**src/rtl/matrix_alu_pkg.sv**
```systemverilog
// Shared definitions for the matrix ALU bus initiator: op codes, address select codes,
// controller state encodings and the bus address builder.
package matrix_alu_pkg;

  typedef enum logic [3:0] {
    OP_ADD    = 4'd0,
    OP_SUB    = 4'd1,
    OP_MUL    = 4'd2,
    OP_TRANS  = 4'd3,
    OP_SCALE  = 4'd4,
    OP_IMMADD = 4'd5
  } op_e;

  localparam logic [3:0] ALU_BASE   = 4'h2;
  localparam logic [3:0] SEL_SRC1   = 4'h0;
  localparam logic [3:0] SEL_SRC2   = 4'h1;
  localparam logic [3:0] SEL_RESULT = 4'h2;
  localparam logic [3:0] SEL_STATUS = 4'hF;

  typedef logic [2:0] state_e;
  localparam state_e ST_IDLE    = 3'd0;
  localparam state_e ST_WR_SRC1 = 3'd1;
  localparam state_e ST_WR_SRC2 = 3'd2;
  localparam state_e ST_WAIT    = 3'd3;
  localparam state_e ST_POLL    = 3'd4;
  localparam state_e ST_RD      = 3'd5;

  function automatic logic [15:0] mk_addr(input logic [3:0] sel,
                                          input logic [3:0] op,
                                          input logic [3:0] elem);
    return {ALU_BASE, sel, op, elem};
  endfunction

endpackage

```
**src/rtl/matrix_bus_drv.sv**
```systemverilog
// Registered bus output stage (address, strobes, write data) plus the read-sample delay
// line that flags when MatrixDataOut is valid, READ_LAT cycles after a read strobe.
module matrix_bus_drv
  import matrix_alu_pkg::*;
#(
  parameter int DATA_W   = 16,
  parameter int READ_LAT = 1
) (
  input  logic              Clk,
  input  logic              Reset,
  input  logic              i_wr_req,
  input  logic              i_rd_req,
  input  logic [15:0]       i_addr,
  input  logic [DATA_W-1:0] i_wdata,
  output logic              o_rd_fire,
  output logic [15:0]       o_address,
  output logic              o_nread,
  output logic              o_nwrite,
  output logic [DATA_W-1:0] o_wdata
);

  logic [15:0]       r_address;
  logic              r_nread;
  logic              r_nwrite;
  logic [DATA_W-1:0] r_wdata;
  logic [READ_LAT-1:0] r_rd_pipe;

  always_ff @(posedge Clk or posedge Reset) begin
    if (Reset) begin
      r_address <= '0;
      r_nread   <= 1'b1;
      r_nwrite  <= 1'b1;
      r_wdata   <= '0;
      r_rd_pipe <= '0;
    end else begin
      if (i_wr_req || i_rd_req) r_address <= i_addr;
      r_nwrite <= ~i_wr_req;
      r_nread  <= ~i_rd_req;
      if (i_wr_req) r_wdata <= i_wdata;
      // Delay line starts from the cycle the strobe is on the bus
      r_rd_pipe[0] <= ~r_nread;
      for (int i = 1; i < READ_LAT; i++) r_rd_pipe[i] <= r_rd_pipe[i-1];
    end
  end

  assign o_address = r_address;
  assign o_nread   = r_nread;
  assign o_nwrite  = r_nwrite;
  assign o_wdata   = r_wdata;
  assign o_rd_fire = r_rd_pipe[READ_LAT-1];

endmodule

```
**src/rtl/matrix_alu_master.sv**
```systemverilog
// Matrix ALU bus initiator: writes src1/src2 streams, waits for compute, reads results back.
// Define MATRIX_MASTER_POLL_EN to replace the fixed compute wait with STATUS polling.
module matrix_alu_master
  import matrix_alu_pkg::*;
#(
  parameter int DATA_W       = 16,
  parameter int ELEMS        = 16,
  parameter int READ_LAT     = 1,
  parameter int COMPUTE_WAIT = 4
) (
  input  logic              Clk,
  input  logic              Reset,
  input  logic              cmd_valid,
  output logic              cmd_ready,
  input  logic [3:0]        cmd_op,
  input  logic              in_valid,
  output logic              in_ready,
  input  logic [DATA_W-1:0] in_data,
  output logic              res_valid,
  input  logic              res_ready,
  output logic [DATA_W-1:0] res_data,
  output logic              res_last,
  output logic              busy,
  output logic [15:0]       address,
  output logic              nRead,
  output logic              nWrite,
  output logic [DATA_W-1:0] ExeDataOut,
  input  logic [DATA_W-1:0] MatrixDataOut
);

  localparam logic [3:0] LAST_ELEM = 4'(ELEMS - 1);

  state_e            r_state;
  logic [3:0]        r_op;
  logic [3:0]        r_elem;
  logic              r_cmd_ready;
  logic              r_in_ready;
  logic              r_busy;
  logic              r_res_valid;
  logic              r_res_last;
  logic [DATA_W-1:0] r_res_data;
  logic              r_rd_out;
  logic              r_rd_final;
`ifdef MATRIX_MASTER_POLL_EN
  logic [1:0]        r_poll_cnt;
`else
  localparam int CNT_W = $clog2(COMPUTE_WAIT + 1);
  logic [CNT_W-1:0]  r_wait_cnt;
`endif

  logic        w_cmd_fire;
  logic        w_in_fire;
  logic        w_res_fire;
  logic        w_rd_req;
  logic        w_rd_fire;
  logic [3:0]  w_sel;
  logic [15:0] w_addr;

  assign w_cmd_fire = r_cmd_ready & cmd_valid;
  assign w_in_fire  = r_in_ready & in_valid;
  assign w_res_fire = r_res_valid & res_ready;

  // A result read may issue in the same cycle the previous result is consumed
  always_comb begin
    w_rd_req = 1'b0;
    w_sel    = SEL_RESULT;
    if (r_state == ST_WR_SRC1) w_sel = SEL_SRC1;
    if (r_state == ST_WR_SRC2) w_sel = SEL_SRC2;
    if (r_state == ST_RD)
      w_rd_req = !r_rd_out && !r_rd_final && (!r_res_valid || w_res_fire);
`ifdef MATRIX_MASTER_POLL_EN
    if (r_state == ST_POLL) begin
      w_rd_req = !r_rd_out && (r_poll_cnt == 2'd0);
      w_sel    = SEL_STATUS;
    end
`endif
  end

  assign w_addr = mk_addr(w_sel, r_op, r_elem);

  matrix_bus_drv #(
    .DATA_W   (DATA_W),
    .READ_LAT (READ_LAT)
  ) u_bus_drv (
    .Clk       (Clk),
    .Reset     (Reset),
    .i_wr_req  (w_in_fire),
    .i_rd_req  (w_rd_req),
    .i_addr    (w_addr),
    .i_wdata   (in_data),
    .o_rd_fire (w_rd_fire),
    .o_address (address),
    .o_nread   (nRead),
    .o_nwrite  (nWrite),
    .o_wdata   (ExeDataOut)
  );

  always_ff @(posedge Clk or posedge Reset) begin
    if (Reset) begin
      r_state     <= ST_IDLE;
      r_op        <= '0;
      r_elem      <= '0;
      r_cmd_ready <= 1'b0;
      r_in_ready  <= 1'b0;
      r_busy      <= 1'b0;
      r_res_valid <= 1'b0;
      r_res_last  <= 1'b0;
      r_rd_out    <= 1'b0;
      r_rd_final  <= 1'b0;
`ifdef MATRIX_MASTER_POLL_EN
      r_poll_cnt  <= '0;
`else
      r_wait_cnt  <= '0;
`endif
    end else begin
      case (r_state)
        ST_IDLE: begin
          if (w_cmd_fire) begin
            r_op        <= cmd_op;
            r_elem      <= '0;
            r_busy      <= 1'b1;
            r_cmd_ready <= 1'b0;
            r_in_ready  <= 1'b1;
            r_state     <= ST_WR_SRC1;
          end else begin
            r_cmd_ready <= 1'b1;
          end
        end
        ST_WR_SRC1: begin
          if (w_in_fire) begin
            if (r_elem == LAST_ELEM) begin
              r_elem  <= '0;
              r_state <= ST_WR_SRC2;
            end else begin
              r_elem <= r_elem + 4'd1;
            end
          end
        end
        ST_WR_SRC2: begin
          if (w_in_fire) begin
            if (r_elem == LAST_ELEM) begin
              r_elem     <= '0;
              r_in_ready <= 1'b0;
`ifdef MATRIX_MASTER_POLL_EN
              r_poll_cnt <= '0;
              r_state    <= ST_POLL;
`else
              r_wait_cnt <= '0;
              r_state    <= ST_WAIT;
`endif
            end else begin
              r_elem <= r_elem + 4'd1;
            end
          end
        end
`ifdef MATRIX_MASTER_POLL_EN
        ST_POLL: begin
          if (w_rd_req) begin
            r_rd_out <= 1'b1;
          end else if (w_rd_fire) begin
            r_rd_out <= 1'b0;
            if (MatrixDataOut[0]) r_state <= ST_RD;
            else                  r_poll_cnt <= 2'd1;
          end else if (r_poll_cnt != 2'd0) begin
            r_poll_cnt <= r_poll_cnt - 2'd1;
          end
        end
`else
        // First WAIT cycle carries the last write strobe, so COMPUTE_WAIT idle cycles follow it
        ST_WAIT: begin
          if (r_wait_cnt == CNT_W'(COMPUTE_WAIT - 1)) r_state <= ST_RD;
          else                                        r_wait_cnt <= r_wait_cnt + 1'b1;
        end
`endif
        ST_RD: begin
          if (w_rd_req) begin
            r_rd_out <= 1'b1;
            if (r_elem == LAST_ELEM) r_rd_final <= 1'b1;
            else                     r_elem <= r_elem + 4'd1;
          end
          if (w_rd_fire) begin
            r_rd_out    <= 1'b0;
            r_res_valid <= 1'b1;
            r_res_last  <= r_rd_final;
          end
          if (w_res_fire) begin
            r_res_valid <= 1'b0;
            r_res_last  <= 1'b0;
            if (r_res_last) begin
              r_busy      <= 1'b0;
              r_rd_final  <= 1'b0;
              r_elem      <= '0;
              r_cmd_ready <= 1'b1;
              r_state     <= ST_IDLE;
            end
          end
        end
        default: r_state <= ST_IDLE;
      endcase
    end
  end

  // Result data is a pure datapath register; validity is carried by r_res_valid
  always_ff @(posedge Clk) begin
    if (w_rd_fire && (r_state == ST_RD)) r_res_data <= MatrixDataOut;
  end

  assign cmd_ready = r_cmd_ready;
  assign in_ready  = r_in_ready;
  assign busy      = r_busy;
  assign res_valid = r_res_valid;
  assign res_last  = r_res_last;
  assign res_data  = r_res_data;

endmodule
```
**config.mk**
```make
export PLATFORM = sky130hd
export DESIGN_NAME = matrix_alu_master
export DESIGN_NICKNAME = d
export VERILOG_FILES = /design/src/rtl/matrix_alu_pkg.sv /design/src/rtl/matrix_bus_drv.sv /design/src/rtl/matrix_alu_master.sv
export SDC_FILE = /design/constraint.sdc
export NUM_CORES = 1
export LEC_CHECK = 0
export ABC_AREA = 1
export CAP_MARGIN = 20
export CORE_MARGIN = 2
export CORE_UTILIZATION = 41
export CTS_CLUSTER_DIAMETER = 60
export DETAILED_ROUTE_END_ITERATION = 8
export HOLD_SLACK_MARGIN = 0.06
export PLACE_DENSITY = 0.76
export SLEW_MARGIN = 30
export SYNTH_ARGS = -nofsm -noshare
export SYNTH_HDL_FRONTEND = slang
export SYNTH_SLANG_ARGS = --single-unit
export TNS_END_PERCENT = 30
```
**constraint.sdc**
```tcl
create_clock -name Clk -period 1.84 [get_ports Clk]
set_input_delay 0.368 -clock Clk [delete_from_list [all_inputs] [get_ports Clk]]
set_output_delay 0.368 -clock Clk [all_outputs]
set_load 0.01 [all_outputs]
```
==> run_results.csv <==
group,metric,value,unit
clock_tree,cts_buffers,9,
yosys,synth_most_common_cell,"nand2_1",
pwr,switching_power,1.55,mW
finish,drive_gt1_share,13.5,%
setup_path,cp_top_family,"flip-flops",
grt,grt_max_degree,23,
outcome,outcome,"completed",
yosys,seq_area_frac_synth,62.0,%
pwr,ir_worst_vdd,0.570,mV
placed_design,port_buffers,90,
yosys,ys.warnings.count,0,
yosys,netlist_instances,278,
floorplanning,dieArea,7600,um^2
pwr,p_comb_share,29.7,%
setup_path,path_cells,"clkdlybuf4s50_1",
sta,fin_crit_sh,96.2,%
route,via_count,2245,
clock_tree,insertion_delay,0.35,ns
floorplanning,rows,30,
sta,totalNegativeSetupSlack,0,ns
setup_path,crit_type,"flip-flop to output port",
sta,final_max_slew_viol_count,0,
sta,fmax,565,MHz
clock_tree,cts_tree,"yes",
route,wl_per_cell,12.6,um
grt,grt_remaining_overflow,0,
setup_path,crit_required,1.47,ns
floorplanning,ios,96,
setup_path,slowest_delay,0.53,ns
floorplanning,die_w,87.2,um
finish,n_antenna_cell,0,
pwr,seqPwrFrac,40.9,%
yosys,netlist.area_leader.share,43.2,%
yosys,synth-main-ff-cell,"dfrtp_1",
clock_tree,cts_root_buf,"clkbuf_8",
route,via_per_inst,4.82,
grt,grt_first_pass_wirelength,10.0,mm
grt,globalRouteTotalUtil,17.0,%
setup_path,path_max_fanout,2,
clock_tree,postCtsHoldBufs,0,
sta,finalSetupViolCount,0,
placed_design,place.gp.congestion,0.901,
placed_design,hpwlAfterDp,4.41,mm
clock_tree,post_cts_buffers,0,
route,dr.pass1.iters,6,
setup_path,r2r_setup_slack,0.14,ns
pwr,powerDensity,1200,nW/um^2
sta,fin_crit,1.77,ns
finish,nFillCells,554,
pwr,leakagePower,1.88,nW
yosys,synth_cell_types,27,
setup_path,crit_buf_inv,1,
yosys,syn_area,2840,um^2
clock_tree,clock_tree.buffer_depth,2,
sta,final_hold_viol_count,0,
flow_run,cap_viol_max_count,0,
yosys,synth.avg_cell_area,10.2,um^2
grt,antenna_found_initial,0,
route,post-route-drc-count,0,
setup_path,r2r_start,"r_elem[1]$_DFFE_PP0P_",
clock_tree,cts_resized,0,
yosys,yosysTopAreaCell,"dfrtp_1",
grt,busiest_layer,"met2",
pwr,p_clk_share,29.4,%
sta,fin_worst_skew,0.00756,ns
min_path,hold_class,"input port to async pin",
grt,use_met1,19.7,%
floorplanning,fp.dieH,87.2,um
finish,nNetsFinal,426,
yosys,synthArstFlopShare,76.1,%
pwr,switching_share,31.4,%
floorplanning,core,6760,um^2
clock_tree,cts.reportedPaths.clkPinSlew,0.07,ns
clock_tree,htreeDepth,3,
floorplanning,start_util,42.0,%
yosys,synth_top_cells_by_count,"91 x nand2_1, 49 x dfrtp_1, 23 x inv_1",
setup_path,crit_arrival,1.40,ns
setup_path,r2r_cells,8,
setup_path,start_kind,"flip-flop",
grt,use_met2,28.5,%
setup_path,crit_path_top_delay_cell,"dfstp_2",
yosys,synth_edf_count,16,
yosys,synth_area_leaders,"dfrtp_1 43%, edfxtp_1 17%, nand2_1 12%, mux2_2 6.4%, inv_1 3.0%",
setup_path,r2r-end,"r_state[0]$_DFFE_PP0P_",
sta,holdWs,0.355,ns
route,postRouteAntennaNets,0,
finish,syn_to_final_growth,44.9,%
setup_path,worstSetupEndpointType,"output port",
grt,grt_util_met3,6.64,%
grt,grt_pass1_vias,2268,
route,wl,5.88,mm
sta,rsz0062_at_grt,"false",
clock_tree,cts_sinks,67,
yosys,ys_ff_latch,67,
route,drt-initial-drc-count,71,
pwr,p_int,3.38,mW
power by group through the flow:
stage / combinational, mW / sequential (mW) / clock [mW]
2_1_floorplan: 0.830 / 2.06 / 0
3_3_place_gp: 1.43 / 2.03 / 0
3_5_place_dp: 1.46 / 2.04 / 0
4_1_cts: 1.48 / 2.01 / 1.49
5_1_grt: 1.66 / 2.05 / 1.56
6_report: 1.46 / 2.01 / 1.45
cells in the final DEF, fill, tap and decap left out:
cell type / n
a21oi_1: 5
buf_12: 2
buf_4: 5
bufinv_16: 2
clkbuf_16: 1
clkbuf_8: 10
clkdlybuf4s50_1: 90
clkinv_2: 1
clkinvlp_4: 1
conb_1: 5
dfrtp_1: 49
dfstp_2: 2
edfxtp_1: 16
ha_1: 4
inv_1: 22
inv_2: 4
inv_6: 1
mux2_2: 16
nand2_1: 91
nand2_2: 2
nand2_4: 1
nand3_1: 13
nand3_2: 2
nand4_1: 3
nor2_1: 17
nor2_4: 1
o21a_1: 1
o21ai_0: 10
o21ai_1: 4
o21bai_1: 1
o22ai_1: 2
or2_2: 1
xor2_1: 1
cell type report:
cell class              instances  area, um^2  share of cell area, %
inverters                      26        97.6                   2.37
repair buffers                 97         978                   23.8
multi-input cells             180         931                   22.6
well taps                      80         100                   2.44
clock buffers                  11         163                   3.96
clock inverters                 5        81.3                   1.98
flip-flops and latches         67        1760                   42.8
layer usage:
metal,vias to the layer above,wire length [um]
li1,1099,-
met1,1068,2440
met2,69,2940
met3,9,425
met4,0,78
met5,-,0
logic make-up after synthesis:
group                      after synthesis  share of synthesized area [%]
AOI/OAI and AO/OA                       23                           4.32
xor gates and xnor gates                 1                          0.309
adders and majority gates                4                           1.76
buffers and inverters                   35                           5.69
DFF                                     67                           62.0
muxes                                   16                           6.35
other                                    1                          0.132
and+or+nand+nor                        131                           19.4
through the flow:
step / cell area [um^2] / setup WS (ns) / power [mW] / utilization (%) / instances
floorplan: 2850 / 0.0192 / 2.89 / - / 282
global placement: 3870 / 0.0778 / 3.46 / 57.2 / 450
detailed placement: 3870 / 0.0292 / 3.50 / 57.2 / 450
CTS: 4110 / 0.0444 / 4.97 / 60.8 / 466
global route: 4110 / 0.0142 / 5.27 / 60.8 / 466
finish: 4110 / 0.0691 / 4.92 / 60.8 / 466
state kept, by name (all words and copies together), names as in the netlist:
signal               count
r_elem                   4
u_bus_drv.o_nread        1
u_bus_drv.o_nwrite       1
u_bus_drv.o_address     11
res_data                16
u_bus_drv.o_rd_fire      1
res_last                 1
r_rd_out                 1
u_bus_drv.o_wdata       16
in_ready                 1
r_wait_cnt               3
r_op                     4
res_valid                1
r_state                  3
r_rd_final               1
busy                     1
cmd_ready                1
how the worst max path moves through the flow:
| stage | cells past startpoint | to | slack, ns | from |
|---|---|---|---|---|
| after CTS | 1 | nRead | 0.04 | u_bus_drv.o_nread$_DFF_PP1_ |
| after global placement | 10 | r_elem[3]$_DFFE_PP0P_ | 0.08 | res_ready |
| final | 1 | nRead | 0.07 | u_bus_drv.o_nread$_DFF_PP1_ |
| after detailed placement | 10 | r_elem[3]$_DFFE_PP0P_ | 0.03 | res_ready |
| after global routing | 8 | r_elem[0]$_DFFE_PP0P_ | 0.01 | r_elem[1]$_DFFE_PP0P_ |
| after floorplan | 3 | res_data[0]$_DFFE_PP_ | 0.02 | r_state[1]$_DFFE_PP0P_ |
(Power assumes the default switching activity.)
==> patch 1 (same settings) <==
Change the parameter `ELEMS` from 16 to 8.
--- a/src/rtl/matrix_alu_master.sv
+++ b/src/rtl/matrix_alu_master.sv
@@ -4,7 +4,7 @@
   import matrix_alu_pkg::*;
 #(
   parameter int DATA_W       = 16,
-  parameter int ELEMS        = 16,
+  parameter int ELEMS        = 8,
   parameter int READ_LAT     = 1,
   parameter int COMPUTE_WAIT = 4
 ) (
Behaviour: no difference found for any inputs over 10 cycles, from zero or initial values and one cycle with Reset high; that may be too few to reach the edited logic, so the function may still have changed.
==> patch 1 against the unedited design <==
  * Cell count increased by 1.9%
  * Wire length is 1.1% higher
  * Setup slack got worse by 0.016 ns
  * Largest cell class unchanged
  * Total power decreased by 1.9%
  * Sequential cell count did not move
  * Clock power shrank 11%
  * Synthesized area up 2.0%
  * Final area up 0.12%
==> patch 1: results (changes against the unedited design) <==
Global routing
  • Vias in the first global route: 2208 (was 2268)
  • Global-route wire length before repair: 9900 um (was 10000 um)
  • Gr usage total: 0.169 (was 0.170)
  • Largest net degree at the start of global routing: 42 (was 23)

Final layout
  • Share of layout cells above drive strength 1: 0.172 (was 0.135)
  • Finished Layout Cells: 475 (was 466)
  • Nets: 419 (was 426)
  • Diode count: 0 (unchanged)
  • Multi-input gate area: 968 um^2 (was 931 um^2)
  • Non-CTS inverters: 27 (was 26)
  • Signal buffers: 95 (was 97)
  • Clock-cell share of area: 0.0505 (was 0.0594)
  • Area growth syn-to-layout: 42.2% (was 44.9%)
  • Layout fillers: 575 (was 554)
  • Comb_multi_in: 174 (was 180)
  • Layout non-clock buf frac: 0.231 (was 0.238)

Logic synthesis
  • Most area-consuming cells after synthesis: dfrtp_1 (42%), edfxtp_1 (17%), nand2_1 (10%) (was dfrtp_1 (43%), edfxtp_1 (17%), nand2_1 (12%))
  • Post-synthesis mux area share: 0.0623 (was 0.0635)
  • Post-synthesis sequential area ratio: 0.608 (was 0.620)
  • Syn Area/Cell: 10.6 um^2 (was 10.2 um^2)
  • Synth Area in Adders: 0.0173 (was 0.0176)
  • Mapped Cells: 273 (was 278)
  • Top cells by instance count after synthesis: nand2_1 (78), dfrtp_1 (49), inv_1 (23) (was nand2_1 (91), dfrtp_1 (49), inv_1 (23))
  • Cell variety after synth: 31 (was 27)
  • XOR/XNOR Fraction of Synth Area: 0.00303 (was 0.00309)
  • Complex-gate fraction of the synthesized area: 0.0497 (was 0.0432)

Placement
  • Place WS: 0.111 ns (was 0.0292 ns)
  • Placed cell area: 3910 um^2 (was 3870 um^2)
  • GP Congestion: 0.845 (was 0.901)
  • Placed wire-length estimate: 4510 um (was 4410 um)
  • Placed cell count: 459 (was 450)

STA
  • Worst Skew: 0.0115 ns (was 0.00756 ns)
  • Peak Freq: 0.559 GHz (was 0.565 GHz)

Power
  • VDD IR max: 0.000562 V (was 0.000570 V)
  • Switching share of power: 0.323 (was 0.314)
  • Static leakage: 0.00185 uW (was 0.00188 uW)

Routing
  • Initial DRC count: 101 (was 71)
  • Drt via density: 4.61 (was 4.82)
  • TritonRoute pass-1 iters: 4 (was 6)
  • Wire length per cell: 12.5 um (was 12.6 um)

Critical path
  • CP peak stage delay: 0.54 ns
  • Critical path data arrival time: 1.42 ns (was 1.40 ns)
  • CP startpoint: u_bus_drv.o_nread (unchanged)
  • Critical path peak fanout: 2 (unchanged)
  • RR Endpoint: r_elem[0] (was r_state[0])
  • Reg2Reg Setup Slack: 0.27 ns (was 0.14 ns)

Run status
  • Status: finished clean (unchanged)
[patch 1: power by group through the flow]
stage	clock network, uW	logic, uW	registers (uW)
final	1290	1520	2020
after global routing	1400	1700	2050
after CTS	1320	1540	2020
after detailed placement	0	1530	2040
after global placement	0	1490	2040
after floorplan	0	894	2060
[patch 1: worst min-delay path by stage]
stage,to,slack (ns),cells past startpoint
after detailed placement,u_bus_drv.o_rd_fire,0.45,1
after global placement,u_bus_drv.o_rd_fire,0.44,1
after CTS,u_bus_drv.o_wdata[5],0.27,2
after floorplan,u_bus_drv.o_rd_fire,0.44,1
after global routing,u_bus_drv.o_wdata[5],0.29,2
final,u_bus_drv.o_wdata[12],0.27,2
[patch 1: per-layer routing]
layer	track usage	wire length, um
met3	0.0613	397
met5	0	0
met2	0.284	3050
met4	0.0675	89
met1	0.197	2410
[patch 1: kinds of logic after synthesis]
logic type,Yosys count
AOI/OAI and AO/OA,24
xor gates and xnor gates,1
adders and majority gates,4
buffers and inverters,36
DFF,67
muxes,16
other,1
and+or+nand+nor,124
==> patch 2 (same flow settings) <==
Without the edit above. Make the reset (`Reset`) synchronous in 2 clocked blocks.
--- a/src/rtl/matrix_bus_drv.sv
+++ b/src/rtl/matrix_bus_drv.sv
@@ -25,7 +25,7 @@
   logic [DATA_W-1:0] r_wdata;
   logic [READ_LAT-1:0] r_rd_pipe;
 
-  always_ff @(posedge Clk or posedge Reset) begin
+  always_ff @(posedge Clk) begin
     if (Reset) begin
       r_address <= '0;
       r_nread   <= 1'b1;
--- a/src/rtl/matrix_alu_master.sv
+++ b/src/rtl/matrix_alu_master.sv
@@ -95,7 +95,7 @@
     .o_wdata   (ExeDataOut)
   );
 
-  always_ff @(posedge Clk or posedge Reset) begin
+  always_ff @(posedge Clk) begin
     if (Reset) begin
       r_state     <= ST_IDLE;
       r_op        <= '0;
Formal check against the unedited RTL: differs if Reset is asserted again (counterexample within 4 cycles, from zero or initial values and one cycle with Reset high); with Reset held inactive, the same outputs for 10 cycles.
==> patch 2 against the unedited design <==
  * Combinational power is 27% lower
  * Setup slack better by 0.11 ns
  * Final area is 6.2% lower
  * Global-route usage is 0.091 points higher
  * Synthesized area is 4.6% lower
  * Critical path depth stayed put
  * Register-to-register slack better by 0.07 ns
  * Sequential cell count stayed put
  * Die area is 4.4% lower
  * Via count is 2.9% higher
  * Wire length is 1.0% higher
  * Total power is 20% lower
  * Critical path type unchanged
==> patch 2: results (changes against the unedited design) <==
Run status
  • Status: finished clean (unchanged)

Final layout
  • Nets: 449 (was 426)
  • Share of layout cells above drive strength 1: 0.110 (was 0.135)
  • Finished Layout Cells: 486 (was 466)

Clocking
  • Max Root-Sink Buffers: 2 (unchanged)
  • H-tree depth: 3 (unchanged)
  • Setup Fix Bufs, Post-CTS: 0 (unchanged)
  • Clk_lat worst skew: about 0.34 ns
  • CTS clk-pin slew, worst paths: 0.07 ns (about the same)
  • Root buffer cell: clkbuf_8 (unchanged)

Global routing
  • Met2 Use GR: 0.284 (was 0.285)
  • M3 GR Usage: 0.0486 (was 0.0664)
  • Met1 global-route usage: 0.206 (was 0.197)
  • Vias in the first global route: 2236 (was 2268)
  • Global-route wire length before repair: 9790 um (was 10000 um)
  • Largest net degree at the start of global routing: 29 (was 23)
  • Gr usage total: 0.171 (was 0.170)

Routing
  • Wl on met1: 2620 um (was 2440 um)
  • TritonRoute pass-1 iters: 4 (was 6)
  • Met2 wire length: 2860 um (was 2940 um)
  • Top layer in use: met4 (unchanged)
  • Drt via density: 4.75 (was 4.82)
  • Initial DRC count: 89 (was 71)
  • Wire length on met3: 363 um (was 425 um)
  • Routed WL: 5940 um (was 5880 um)

Critical path
  • Worst setup endpoint: res_valid (was nRead)
  • Slowest stage cell on the critical path: clkdlybuf4s50_1 (was dfstp_2)
  • CP startpoint: res_valid (was u_bus_drv.o_nread)
  • Crit path max-delay family: buffers and inverters (was flip-flops)
  • RR Endpoint: r_elem[0] (was r_state[0])
  • Reg2reg start: r_elem[1] (unchanged)
  • CP peak stage delay: 0.57 ns (was 0.53 ns)
  • Reg2Reg Setup Slack: 0.21 ns (was 0.14 ns)
  • Critical path peak fanout: 4 (was 2)

Logic synthesis
  • Dominant synthesized flop cell: dfxtp_1 (was dfrtp_1)
  • Ys async rst share: 0 (was 0.761)
  • Mapped Cells: 307 (was 278)
  • Post-synthesis sequential area ratio: 0.555 (was 0.620)
  • Cell variety after synth: 32 (was 27)
  • Top cells by instance count after synthesis: nor2_1 (58), dfxtp_1 (51), nand2_1 (41) (was nand2_1 (91), dfrtp_1 (49), inv_1 (23))
  • Most area-consuming cells after synthesis: dfxtp_1 (38%), edfxtp_1 (18%), nor2_1 (8.0%) (was dfrtp_1 (43%), edfxtp_1 (17%), nand2_1 (12%))

STA
  • Worst Skew: 0.0103 ns (was 0.00756 ns)
  • Hold_ws: 0.416 ns (was 0.355 ns)
  • Peak Freq: 0.603 GHz (was 0.565 GHz)

Placement
  • Placed cell count: 470 (was 450)
  • Place WS: 0.0498 ns (was 0.0292 ns)
  • Placed wire-length estimate: 4350 um (was 4410 um)
  • Placed cell area: 3680 um^2 (was 3870 um^2)
  • GP Congestion: 0.873 (was 0.901)

Power
  • Static leakage: 0.00151 uW (was 0.00188 uW)
  • VDD IR max: 0.000531 V (was 0.000570 V)

Hold path
  • Hold path start: u_bus_drv.o_nread
  • Worst Hold Class: register to register (was primary input to asynchronous set/reset pin)
-- patch 2: changes by cell type after synthesis, sizes merged, moves of 2 or more --
cell	unedited run	this run
dfxtp	0	51
dfrtp	49	0
nand2	94	47
nor2	18	63
o21ai	14	35
a21oi	5	22
mux2	16	0
clkbuf	0	6
dfstp	2	0
o221a	0	2
o22ai	2	0
-- patch 2: cells by family (layout without fill, tap and decap cells) --
logic type	Yosys count	count (layout)	share of synthesized area
and+or+nand+nor	129	129	0.223
AOI/OAI and AO/OA	62	62	0.122
xor gates and xnor gates	2	2	0.00648
adders and majority gates	4	4	0.0185
other	1	5	0.00139
buffers and inverters	42	140	0.0735
DFF	67	67	0.555
-- patch 2: power by group --
group | switching, uW | internal (uW)
Sequential | 120 | 1650
Combinational | 588 | 486
Clock | 570 | 523
Total | 1280 | 2660
-- patch 2: cell type report --
cell class,count,area (um^2)
clock inverter,6,40.0
fill,560,2490
tap,77,96.3
multi-input combinational,202,1020
sequential,67,1500
timing repair buffer,97,953
clock buffer,10,138
inverter,27,106
